<file path="config.mk">
export PLATFORM = sky130hd
export DESIGN_NAME = jtag_ctrl_reg_bank
export DESIGN_NICKNAME = d
export VERILOG_FILES = /design/src/rtl/jtag_ctrl_reg_bank_pkg.sv /design/src/rtl/jtag_ctrl_channel.sv /design/src/rtl/jtag_ctrl_reg_bank.sv
export SDC_FILE = /design/constraint.sdc
export NUM_CORES = 1
export LEC_CHECK = 0
export ABC_AREA = 0
export CORE_MARGIN = 5
export CORE_UTILIZATION = 42
export DETAILED_ROUTE_END_ITERATION = 12
export GPL_ROUTABILITY_DRIVEN = 0
export PLACE_DENSITY_LB_ADDON = 0.12
export REMOVE_ABC_BUFFERS = 1
export SLEW_MARGIN = 40
export SYNTH_ARGS = -nofsm -noshare
export SYNTH_HDL_FRONTEND = slang
export SYNTH_HIERARCHICAL = 1
export SYNTH_SLANG_ARGS = --single-unit
</file>
<file path="constraint.sdc">
create_clock -name clk -period 4.25 [get_ports clk]
set_input_delay 0.425 -clock clk [delete_from_list [all_inputs] [get_ports clk]]
set_output_delay 0.425 -clock clk [all_outputs]
set_load 0.01 [all_outputs]
</file>
<file path="src/rtl/jtag_ctrl_reg_bank_pkg.sv">
// -----------------------------------------------------------------------------
// jtag_ctrl_reg_bank_pkg
// Shared constants and helpers for the multi-channel JTAG control register bank:
// virtual IR opcodes, the address-width calculation and the IR class decode.
// -----------------------------------------------------------------------------
package jtag_ctrl_reg_bank_pkg;

  localparam logic [2:0] IR_BYPASS = 3'b000;
  localparam logic [2:0] IR_ADDR   = 3'b001;
  localparam logic [2:0] IR_WRITE  = 3'b010;
  localparam logic [2:0] IR_READ   = 3'b011;
  localparam logic [2:0] IR_STICKY = 3'b100;

  // Address width for n channels: ceil(log2(n)), never below 1 bit.
  function automatic int calc_aw(input int n);
    int w;
    w = 1;
    for (int i = 1; i < 31; i++) begin
      if ((1 << i) < n) w = i + 1;
    end
    return w;
  endfunction

  // Unassigned opcodes 101..111 behave exactly like BYPASS.
  function automatic logic is_bypass_class(input logic [2:0] ir);
    return !(ir inside {IR_ADDR, IR_WRITE, IR_READ, IR_STICKY});
  endfunction

endpackage

</file>
<file path="src/rtl/jtag_ctrl_channel.sv">
// -----------------------------------------------------------------------------
// jtag_ctrl_channel
// One channel of the register bank: a control register with optional
// self-clearing pulse bits, its pulse counter, and a sticky status latch.
//
// Ports:
//   clk, reset   - TAP clock, synchronous active-high reset
//   wr_en, wdata - load ctrl with wdata (pulse bits start a PULSE_LEN pulse)
//   clr_en       - write-1-to-clear the sticky latch using clr_mask
//   status       - live status; every set bit is OR-ed into the sticky latch
//   ctrl         - control register value
//   sticky       - sticky latch value
// -----------------------------------------------------------------------------
module jtag_ctrl_channel #(
  parameter int          DW         = 8,
  parameter logic [DW-1:0] RESET_VAL  = '0,
  parameter logic [DW-1:0] PULSE_MASK = '0,
  parameter int          PULSE_LEN  = 4
) (
  input  logic          clk,
  input  logic          reset,
  input  logic          wr_en,
  input  logic [DW-1:0] wdata,
  input  logic          clr_en,
  input  logic [DW-1:0] clr_mask,
  input  logic [DW-1:0] status,
  output logic [DW-1:0] ctrl,
  output logic [DW-1:0] sticky
);

  logic [7:0] cnt;
  logic       pulse_load;

  assign pulse_load = wr_en && ((wdata & PULSE_MASK) != '0);

  // NOTE: sequential state uses non-blocking assignments so every register
  // samples pre-edge values, independent of statement order.
  always_ff @(posedge clk) begin
    if (reset) begin
      ctrl   <= RESET_VAL;
      cnt    <= '0;
      sticky <= '0;
    end else begin
      // The pulse bits are dropped on the edge where the counter leaves 1,
      // so a pulse bit reads 1 for exactly PULSE_LEN cycles. A write that
      // carries no pulse bits leaves the running counter alone.
      if (wr_en) begin
        ctrl <= wdata;
      end else if (cnt == 8'd1) begin
        ctrl <= ctrl & ~PULSE_MASK;
      end

      if (pulse_load) begin
        cnt <= 8'(PULSE_LEN);
      end else if (cnt != '0) begin
        cnt <= cnt - 8'd1;
      end

      // OR-ing status after the clear makes a same-cycle set win.
      sticky <= (clr_en ? (sticky & ~clr_mask) : sticky) | status;
    end
  end

endmodule

</file>
<file path="src/rtl/jtag_ctrl_reg_bank.sv">
// -----------------------------------------------------------------------------
// jtag_ctrl_reg_bank
// Multi-channel control/status register bank behind one virtual-JTAG TAP.
// Holds the IR, channel address, address error flag, DR shift buffer and the
// bypass bit; per-channel storage lives in jtag_ctrl_channel.
//
// Ports:
//   clk, reset          - TAP clock (tck), synchronous active-high reset
//   ir_in / ir_out      - virtual IR value in, combinational echo out
//   tdi / tdo           - serial data in / out (LSB first)
//   cdr, sdr, udr, uir  - capture-DR, shift-DR, update-DR, update-IR strobes
//   ctrl_out            - NCH control registers, channel c at [c*DW +: DW]
//   status_in           - NCH live status words, same packing
//   sticky_out          - NCH sticky latches, same packing
// -----------------------------------------------------------------------------
module jtag_ctrl_reg_bank
  import jtag_ctrl_reg_bank_pkg::*;
#(
  parameter int            DW         = 8,
  parameter int            NCH        = 4,
  parameter logic [DW-1:0] RESET_VAL  = '0,
  parameter logic [DW-1:0] PULSE_MASK = '0,
  parameter int            PULSE_LEN  = 4
) (
  input  logic              clk,
  input  logic              reset,
  input  logic [2:0]        ir_in,
  output logic [2:0]        ir_out,
  input  logic              tdi,
  output logic              tdo,
  input  logic              cdr,
  input  logic              sdr,
  input  logic              udr,
  input  logic              uir,
  output logic [NCH*DW-1:0] ctrl_out,
  input  logic [NCH*DW-1:0] status_in,
  output logic [NCH*DW-1:0] sticky_out
);

  localparam int AW = calc_aw(NCH);

  logic [2:0]    ir;
  logic          bypass_reg;
  logic [DW-1:0] shift_buf;
  logic [AW-1:0] addr;
  logic          err;

  logic          bypass_sel;
  logic          addr_ok;
  logic [DW-1:0] cap_val;

  logic [DW-1:0] ctrl_q   [NCH];
  logic [DW-1:0] sticky_q [NCH];
  logic [DW-1:0] status_w [NCH];

  assign ir_out     = ir_in;
  assign bypass_sel = is_bypass_class(ir);
  assign tdo        = bypass_sel ? bypass_reg : shift_buf[0];
  assign addr_ok    = int'(shift_buf[AW-1:0]) < NCH;

  // NOTE: every variable assigned in always_comb gets a default first, so no
  // path through the block can leave it unassigned and infer a latch.
  always_comb begin
    cap_val = '0;
    case (ir)
      IR_ADDR: begin
        cap_val[AW-1:0] = addr;
        if (DW > AW) cap_val[DW-1] = err;
      end
      IR_WRITE:  cap_val = ctrl_q[addr];
      IR_READ:   cap_val = status_w[addr];
      IR_STICKY: cap_val = sticky_q[addr];
      default:   cap_val = '0;
    endcase
  end

  always_ff @(posedge clk) begin
    if (reset) begin
      ir         <= IR_BYPASS;
      bypass_reg <= 1'b0;
      shift_buf  <= '0;
      addr       <= '0;
      err        <= 1'b0;
    end else begin
      if (uir) ir <= ir_in;
      bypass_reg <= tdi;

      // Strobe priority udr > cdr > sdr guards against illegal overlaps.
      if (udr) begin
        if (ir == IR_ADDR) begin
          if (addr_ok) begin
            addr <= shift_buf[AW-1:0];
            err  <= 1'b0;
          end else begin
            err  <= 1'b1;
          end
        end
      end else if (cdr) begin
        if (!bypass_sel) shift_buf <= cap_val;
      end else if (sdr) begin
        if (!bypass_sel) shift_buf <= {tdi, shift_buf[DW-1:1]};
      end
    end
  end

  for (genvar c = 0; c < NCH; c++) begin : g_ch
    logic sel;
    assign sel         = (int'(addr) == c);
    assign status_w[c] = status_in[c*DW +: DW];

    jtag_ctrl_channel #(
      .DW        (DW),
      .RESET_VAL (RESET_VAL),
      .PULSE_MASK(PULSE_MASK),
      .PULSE_LEN (PULSE_LEN)
    ) u_ch (
      .clk     (clk),
      .reset   (reset),
      .wr_en   (udr && (ir == IR_WRITE) && sel),
      .wdata   (shift_buf),
      .clr_en  (udr && (ir == IR_STICKY) && sel),
      .clr_mask(shift_buf),
      .status  (status_w[c]),
      .ctrl    (ctrl_q[c]),
      .sticky  (sticky_q[c])
    );

    assign ctrl_out[c*DW +: DW]   = ctrl_q[c];
    assign sticky_out[c*DW +: DW] = sticky_q[c];
  end

endmodule

</file>
==> qor.yml <==
status:
  outcome: "finished, final reports clean"
grt:
  grt_pass1_wl_microns: 18500
  grt_usage_pct: 20.1
  grt-ovfl-total: 0
  grt_pass1_vias: 3408
  antenna_found_initial: 0
  grt_max_degree: 51
clock_network:
  insertion_delay_ns: 0.35
  cts.hold.buffers_added: 0
  cts_setup_buffers: 0
  clock_sinks: 78
  cts_buffers: 9
  h-tree-depth: 3
  tritoncts: "built"
  path_clk_slew_ns: 0.09
  cts_resized: 0
  cts_root_buf: "clkbuf_8"
  cts_buffer_depth: 2
final_layout:
  area.growth.synth_to_final_pct: 31.7
  n_fill_cell: 855
  antenna_cells: 0
  drive_gt1_share_pct: 8.38
  nets: 562
  fin_util_pct: 57.3
  reg.largest.list: "g_ch.u_ch/ctrl: 32 flops, g_ch.u_ch/sticky: 32 flops, shift_buf: 8 flops"
synthesis:
  synthCells: 431
  synth_cell_types: 43
  synth.top_cell.area_share_pct: 38.5
  syn_avg_cell_area_sq_um: 9.41
  syn-cell-area_sq_um: 4060
  yosysSeqAreaShare_pct: 38.5
  synthArstFlopShare_pct: 0
  synth.area.top_cells: "dfxtp_1 (38%), mux2i_1 (20%), nor2_1 (7.6%)"
  ys_seq_elements: 78
  yosys.area.top_type: "dfxtp_1"
  ys_warn_count: 6
  synth_edf_count: 0
  ys.flop_type: "dfxtp_1"
  ys_top_cells_by_count: "mux2i_1 (82), nor2_1 (82), dfxtp_1 (78), inv_1 (39), a311oi_1 (24)"
sta:
  max_slew_margin_pct: 46.4
  timing.setup.tns_ns: 0
  max_freq_ghz: 0.404
  finalHoldViolations: 0
  worst_slew_pin_slew_ns: 0.803
  setup_viol: 0
  slew_viol_final: 0
  fin_worst_skew_ns: 0.0114
  layout_min_cycle_time_ns: 2.47
  period_share_pct: 58.2
  rsz0062_at_grt: "false"
floorplanning:
  die_h_microns: 108
  initial_core_util_pct: 43.5
  die_width_microns: 108
  io_pins: 110
  row_count: 35
  dieArea_sq_um: 11700
  core_area_sq_um: 9330
routing:
  dr.pass1.iters: 4
  via_per_inst: 5.28
  drt_iter0_markers: 113
  ant_nets: 0
  drc: 0
  wl_microns: 11800
  wl_per_cell_microns: 18.0
  num_vias: 3455
power:
  p_leak_nw: 1.83
  pwr-share-clk_pct: 40.4
  p_int_mw: 1.27
  pwr-share-seq_pct: 46.6
  p_sw_share_pct: 25.0
  ir_drop_uv: 180
  p_sw_mw: 0.424
  p_comb_share_pct: 12.9
  p_per_area_nw_per_um2: 317
critical_path:
  crit_path_end_kind: "output pin"
  critPathMaxFanout: 15
  crit_type: "reg -> out"
  cp_data_required_time_ns: 3.83
  startpoint_type: "flip-flop"
  arrival_ns: 2.05
place:
  portBuffers: 109
  dp_hpwl_microns: 8440
job:
  maxCapViolCount: 0
worst_hold_path:
  hp-class: "reg -> reg"
placed cells by master (no fill, tap or decap), types with 8 or more instances in the layout:
| cell type | instances |
|---|---|
| clkdlybuf4s50_1 | 108 |
| dfxtp_1 | 77 |
| clkbuf_8 | 9 |
| a311oi_1 | 24 |
| a22oi_1 | 9 |
| a311oi_2 | 8 |
| mux2i_1 | 82 |
| nor2_1 | 78 |
| inv_1 | 39 |
| o22ai_1 | 13 |
final timing paths:
kind	startpoint	depth (start not counted)	slack, ns	end
worst max register to register	addr[0]	5	1.79	shift_buf[3]
worst min register to register	g_ch[1].u_ch/sticky[0]	2	0.51	g_ch[1].u_ch/sticky[0]
worst min-delay path	g_ch[1].u_ch/sticky[0]	2	0.51	g_ch[1].u_ch/sticky[0]
worst max-delay path	ir[2]	4	1.78	tdo
cell type report:
class                      instances  area [sq um]  share of cell area (%)
clock inverter                     7           121                    2.27
multi-input combinational        277          2090                    39.2
timing repair buffer             115          1130                    21.2
clock buffer                       9           124                    2.32
sequential                        78          1560                    29.3
tap                              129           161                    3.02
inverter                          39           146                    2.74
layer usage:
metal / part of all wire [%] / routed length (microns) / GRT usage (%) / vias to the layer above
met3: 6.7 / 791 / 3.28 / 13
met5: 0 / 0 / 0 / -
met1: 47 / 5540 / 28.6 / 1625
met4: 1.2 / 144 / 5.77 / 0
met2: 45 / 5330 / 31.5 / 101
li1: - / - / - / 1716
through the flow:
step,cell area (sq um),hold WS (ns),setup slack [ns],power (mW),std cells
2_1_floorplan,3790,0.497,1.17,0.889,394
4_1_cts,5340,0.510,1.78,1.70,654
3_5_place_dp,5090,0.499,1.71,1.03,638
5_1_grt,5340,0.541,1.66,1.75,654
6_report,5340,0.509,1.78,1.69,654
3_3_place_gp,5080,0.492,1.74,1.02,638
critical path, cell delays in order, from the launching register on:
cell and delay [ns]:
dfxtp_1 0.60, o21a_1 0.24, nor2_1 0.06, mux2_1 0.31, clkdlybuf4s50_1 0.49
kinds of logic after synthesis:
family / Yosys count / synth area share (%)
compound gates: 75 / 16.2
simple gates: 117 / 13.5
mux: 85 / 21.6
flops: 78 / 38.5
buf+inv: 76 / 10.2
power by group through the flow:
stage / Sequential [mW] / Clock (mW) / Combinational [mW]
after detailed placement: 0.807 / 0 / 0.220
after global routing: 0.796 / 0.720 / 0.238
after CTS: 0.790 / 0.692 / 0.220
after floorplan: 0.809 / 0 / 0.0805
final: 0.790 / 0.684 / 0.219
after global placement: 0.806 / 0 / 0.216
(Power assumes the default switching activity.)
